<file path="src/rtl/mem_arb_pkg.sv">
// Shared types and constants for the unified-memory arbiter.
// Pure declarations; no timing or flow-control behaviour of its own.
package mem_arb_pkg;

   typedef enum logic [1:0] {
      IDLE   = 2'd0,
      ACCESS = 2'd1,
      DONE   = 2'd2
   } state_t;

   localparam logic ID_C = 1'b0;
   localparam logic ID_D = 1'b1;

   // Latency counter must hold MEM_LAT-1; never narrower than one bit.
   function automatic int cnt_width(input int lat);
      return (lat < 1) ? 1 : $clog2(lat + 1);
   endfunction

endpackage

</file>
<file path="src/rtl/arb_pick2.sv">
// Combinational 2-way picker: round-robin against last_gnt or fixed priority to C.
// Zero latency; no backpressure, the loser simply stays pending upstream.
module arb_pick2
   import mem_arb_pkg::*;
(
   input  logic [1:0] req_i,
   input  logic       last_gnt_i,
   input  logic       rr_en_i,
   output logic       winner_o,
   output logic       valid_o
);

   always_comb begin
      valid_o  = |req_i;
      winner_o = ID_C;
      if (req_i == 2'b11) begin
         winner_o = rr_en_i ? ~last_gnt_i : ID_C;
      end else if (req_i[1]) begin
         winner_o = ID_D;
      end
   end

endmodule

</file>
<file path="src/rtl/mem_arbiter.sv">
// Core/DMA arbiter for the unified memory: latch one request, drive memory MEM_LAT cycles, ack.
// Ack arrives MEM_LAT+1 cycles after the request is seen in IDLE; requesters hold req until ack.
module mem_arbiter
   import mem_arb_pkg::*;
#(
   parameter int AW      = 32,
   parameter int DW      = 32,
   parameter int MEM_LAT = 1,
   parameter int RR_EN   = 1
) (
   input  logic          clk,
   input  logic          rst,
   input  logic          c_req,
   input  logic          c_we,
   input  logic [AW-1:0] c_addr,
   input  logic [DW-1:0] c_wdata,
   output logic          c_ack,
   output logic [DW-1:0] c_rdata,
   input  logic          d_req,
   input  logic          d_we,
   input  logic [AW-1:0] d_addr,
   input  logic [DW-1:0] d_wdata,
   output logic          d_ack,
   output logic [DW-1:0] d_rdata,
   output logic          m_we,
   output logic [AW-1:0] m_addr,
   output logic [DW-1:0] m_wdata,
   input  logic [DW-1:0] m_rdata,
   output logic          busy,
   output logic          grant_id
);

   localparam int            CW       = cnt_width(MEM_LAT);
   localparam logic [CW-1:0] CNT_INIT = CW'(MEM_LAT - 1);

   state_t          state_q, state_d;
   logic            last_gnt_q, last_gnt_d;
   logic            grant_q, grant_d;
   logic            we_q, we_d;
   logic            we_pulse_q, we_pulse_d;
   logic [AW-1:0]   addr_q, addr_d;
   logic [DW-1:0]   wdata_q, wdata_d;
   logic [CW-1:0]   cnt_q, cnt_d;
   logic [DW-1:0]   c_rdata_q, c_rdata_d;
   logic [DW-1:0]   d_rdata_q, d_rdata_d;

   logic            pick_win;
   logic            pick_vld;

   arb_pick2 u_pick (
      .req_i      ({d_req, c_req}),
      .last_gnt_i (last_gnt_q),
      .rr_en_i    (RR_EN != 0),
      .winner_o   (pick_win),
      .valid_o    (pick_vld)
   );

   always_comb begin
      state_d    = state_q;
      last_gnt_d = last_gnt_q;
      grant_d    = grant_q;
      we_d       = we_q;
      we_pulse_d = 1'b0;
      addr_d     = addr_q;
      wdata_d    = wdata_q;
      cnt_d      = cnt_q;
      c_rdata_d  = c_rdata_q;
      d_rdata_d  = d_rdata_q;

      case (state_q)
         IDLE: begin
            if (pick_vld) begin
               grant_d    = pick_win;
               last_gnt_d = pick_win;
               we_d       = (pick_win == ID_D) ? d_we    : c_we;
               addr_d     = (pick_win == ID_D) ? d_addr  : c_addr;
               wdata_d    = (pick_win == ID_D) ? d_wdata : c_wdata;
               we_pulse_d = (pick_win == ID_D) ? d_we    : c_we;
               cnt_d      = CNT_INIT;
               state_d    = ACCESS;
            end
         end
         ACCESS: begin
            if (cnt_q == '0) begin
               // Read data is valid on the final ACCESS edge only.
               if (!we_q) begin
                  if (grant_q == ID_D) d_rdata_d = m_rdata;
                  else                 c_rdata_d = m_rdata;
               end
               state_d = DONE;
            end else begin
               cnt_d = cnt_q - CW'(1);
            end
         end
         DONE:    state_d = IDLE;
         default: state_d = IDLE;
      endcase
   end

   always_ff @(posedge clk) begin
      if (!rst) begin
         state_q    <= IDLE;
         last_gnt_q <= ID_D;
         grant_q    <= ID_C;
         we_q       <= 1'b0;
         we_pulse_q <= 1'b0;
         addr_q     <= '0;
         wdata_q    <= '0;
         cnt_q      <= '0;
         c_rdata_q  <= '0;
         d_rdata_q  <= '0;
      end else begin
         state_q    <= state_d;
         last_gnt_q <= last_gnt_d;
         grant_q    <= grant_d;
         we_q       <= we_d;
         we_pulse_q <= we_pulse_d;
         addr_q     <= addr_d;
         wdata_q    <= wdata_d;
         cnt_q      <= cnt_d;
         c_rdata_q  <= c_rdata_d;
         d_rdata_q  <= d_rdata_d;
      end
   end

   // Gating with rst keeps a reset cycle from ever committing a write.
   assign m_we     = we_pulse_q & rst;
   assign m_addr   = addr_q;
   assign m_wdata  = wdata_q;
   assign c_ack    = (state_q == DONE) && (grant_q == ID_C);
   assign d_ack    = (state_q == DONE) && (grant_q == ID_D);
   assign c_rdata  = c_rdata_q;
   assign d_rdata  = d_rdata_q;
   assign busy     = (state_q != IDLE);
   assign grant_id = grant_q;

endmodule
</file>
<file path="config.mk">
export PLATFORM = sky130hd
export DESIGN_NAME = mem_arbiter
export DESIGN_NICKNAME = d
export VERILOG_FILES = /design/src/rtl/mem_arb_pkg.sv /design/src/rtl/arb_pick2.sv /design/src/rtl/mem_arbiter.sv
export SDC_FILE = /design/constraint.sdc
export NUM_CORES = 1
export LEC_CHECK = 0
export BUFFER_PORTS_ARGS = -buffer_cell sky130_fd_sc_hd__buf_2
export CAP_MARGIN = 20
export CORE_MARGIN = 2
export CORE_UTILIZATION = 30
export CTS_BUF_LIST = sky130_fd_sc_hd__clkbuf_16
export DETAILED_ROUTE_END_ITERATION = 8
export PLACE_DENSITY = 0.61
export SYNTH_ARGS = -nofsm -noshare
export SYNTH_HDL_FRONTEND = slang
export SYNTH_HIERARCHICAL = 1
export SYNTH_SLANG_ARGS = --single-unit
export TNS_END_PERCENT = 20
</file>
<file path="constraint.sdc">
create_clock -name clk -period 2.2 [get_ports clk]
set_input_delay 0.44 -clock clk [delete_from_list [all_inputs] [get_ports clk]]
set_output_delay 0.44 -clock clk [all_outputs]
set_load 0.03 [all_outputs]
</file>
==> out/qor.csv <==
metric,value,unit
grt_use_total,15.9,%
peakVddDrop,0.516,mV
min_period,1.79,ns
synth_area,5220,sq um
drc_errors,0,
fillCellCount,1711,
final_cell_mix,"buf_2 (297), dfxtp_1 (134), nand2_1 (66), nand3_1 (66), mux2i_1 (65)",
cts_setup_buffers,0,
grt_max_degree,129,
reg2reg_depth,4,
yosysWarnings,6,
yosys.area_share.simple,12.9,%
yosysTopAreaCell,dfxtp_1,
fp.dieArea,18500,sq um
post-route-period-util,81.5,%
routed_wl,15400,um
p_per_area,866,nW/um^2
crit_path_max_fanout,8,
tritoncts,done,
end_kind,output pin,
worstPathRequired,1.76,ns
firstDrtPassIters,4,
final_util,43.3,%
worstPathArrival,1.35,ns
overflow,0,
drive_gt1_share,41.7,%
ys_async_sr_fraction,0,%
wl_met2,7140,um
die_x,136,um
final_common_cell,buf_2,
max_freq,558,MHz
min-delay-start,m_rdata[16],
cts_hold_buf,0,
grt_pass1_wl,22800,um
synth-compound-area-share,17.3,%
worstReg2RegEnd,c_rdata[10]$_SDFFE_PN0P_,
skew,0.0150,ns
r2r_setup_slack,0.45,ns
cts_resized,0,
dr.first_iter.drc_count,187,
wl_met1,6510,um
synth.area.mux_share,12.5,%
synth.area.top_cells,"dfxtp_1 (51%), mux2i_1 (12%), o2bb2ai_1 (11%)",
ys_dominant_reg_cell,dfxtp_1,
gp_congestion,0.765,
setup_viol,0,
final_area,7430,sq um
rows,48,
pre_cts_ws,0.232,ns
cpLargestDelayFamily,flip-flops,
clockBufferDepth,2,
insertion_delay,0.42,ns
yosysSeqAreaShare,51.4,%
max_slew_margin,58.9,%
final_antenna_net_count,0,
grt_pass1_vias,4328,
nets,971,
max_cap_violations,0,
h-tree-depth,4,
synth_top_area_share,51.4,%
cts_root_buffer,clkbuf_16,
yosys.area_share.adder,0,%
syn-mean-instance-area,9.87,sq um
rsz0062_at_grt,false,
path_cells,nor3b_1 > buf_2,
hpwlAfterDp,11200,um
timing.critical_path.buf_inv,1,
fp.dieH,136,um
r2r-start,state_q[1]$_SDFFE_PN0P_,
antennaDiodeCount,0,
worst_pin_slew,0.617,ns
cp-start-kind,flop,
yosysUniqueCellTypes,26,
dr.max_layer_used,met5,
tns,0,ns
cts.sinks,134,
crit_cells,2,
syn-instance-count,529,
hold_slack,0.254,ns
critPathLaunch,state_q[1]$_SDFFE_PN0P_,
synth_xor_area_share,0,%
seqCellArea,2680,sq um
hold_path_class,primary input to flop,
slowest_delay,0.48,ns
synth_top_family_by_area,compound AO/OA/AOI/OAI gates,
dpl_cell_area,6890,sq um
maxSlewViolCount,0,
multiInputGateArea,2280,sq um
crit_slowest_cell,dfxtp_1,
syn2layout_area_growth,42.3,%
antenna_found_initial,2,
worst_slack,0.407,ns
synth_edf_count,0,
core,17200,sq um
port_buffers,298,
num_vias,4756,
wl_per_cell,14.8,um
path_class,flop to output pin,
io_pins,299,
endpoint,c_ack,
wl_met3,1350,um
outcome,finished clean,
clk_pin_slew,0.06,ns
routed_via_density,4.56,
synth-seq-cells,134,
p_leak,0.00345,uW
syn-num-nets,695,
start_util,30.4,%
hold_violations,0,
numCtsBuffers,17,
worst register-to-register path: cells and delay by family (launching register included):
family          cells  cell delay [ns]
compound gates      1             0.07
buf+inv             1             0.33
flops               1             0.38
simple gates        2             0.83
per-stage QoR:
stage	std cells	power, uW
finish	1042	6430
global route	1042	6720
CTS	1042	6520
detailed placement	1011	3910
global placement	1011	3900
floorplan	529	3480
cells by family after synthesis:
kind of cell / Yosys count
multiplexers: 65
other: 1
AO/OA/AOI/OAI: 131
buffers and inverters: 53
flip-flops: 134
AND/OR/NAND/NOR: 145
metal layers:
layer | vias up | track usage [%]
met5 | - | 0
met2 | 178 | 26.0
met3 | 27 | 5.97
li1 | 2462 | -
met1 | 2087 | 18.7
met4 | 2 | 7.06
sequential cells by signal, summed over array words and instances (netlist names):
name,flops
last_gnt_q,1
m_addr,32
state_q,2
c_rdata,32
d_rdata,32
we_pulse_q,1
we_q,1
grant_id,1
m_wdata,32
synthesized netlist by cell type (3+ instances only):
master     instances
o21ai_0           32
nand3_1           66
dfxtp_1          134
nand2_1           66
buf_1              3
buf_2             14
mux2i_1           65
o2bb2ai_1         64
buf_6             12
o21ai_1           32
clkbuf_1          22
power breakdown:
group          internal, uW  leakage (uW)  switching (uW)
logic                   409       0.00209             748
registers              2600       0.00110            84.7
clock network          1540      0.000269            1060
area by class of cell:
cell class,instances,share of cell area (%)
clock buffer,17,5.72
clock inverter,14,1.55
inverter,2,0.101
multi-input combinational,342,30.6
sequential,134,36.1
tap,225,3.79
timing repair buffer,308,22.1
how the worst min path moves through the flow:
stage / endpoint / slack (ns) / cells after the start
6_report: d_rdata[16]$_SDFFE_PN0P_ / 0.25 / 3
3_3_place_gp: c_rdata[13]$_SDFFE_PN0P_ / 0.44 / 2
4_1_cts: d_rdata[19]$_SDFFE_PN0P_ / 0.24 / 3
2_1_floorplan: last_gnt_q$_SDFFE_PN1P_ / 0.43 / 2
5_1_grt: d_rdata[16]$_SDFFE_PN0P_ / 0.24 / 3
3_5_place_dp: m_addr[22]$_SDFFE_PN0P_ / 0.44 / 1
Note: power is estimated with default switching activity, not from simulation.
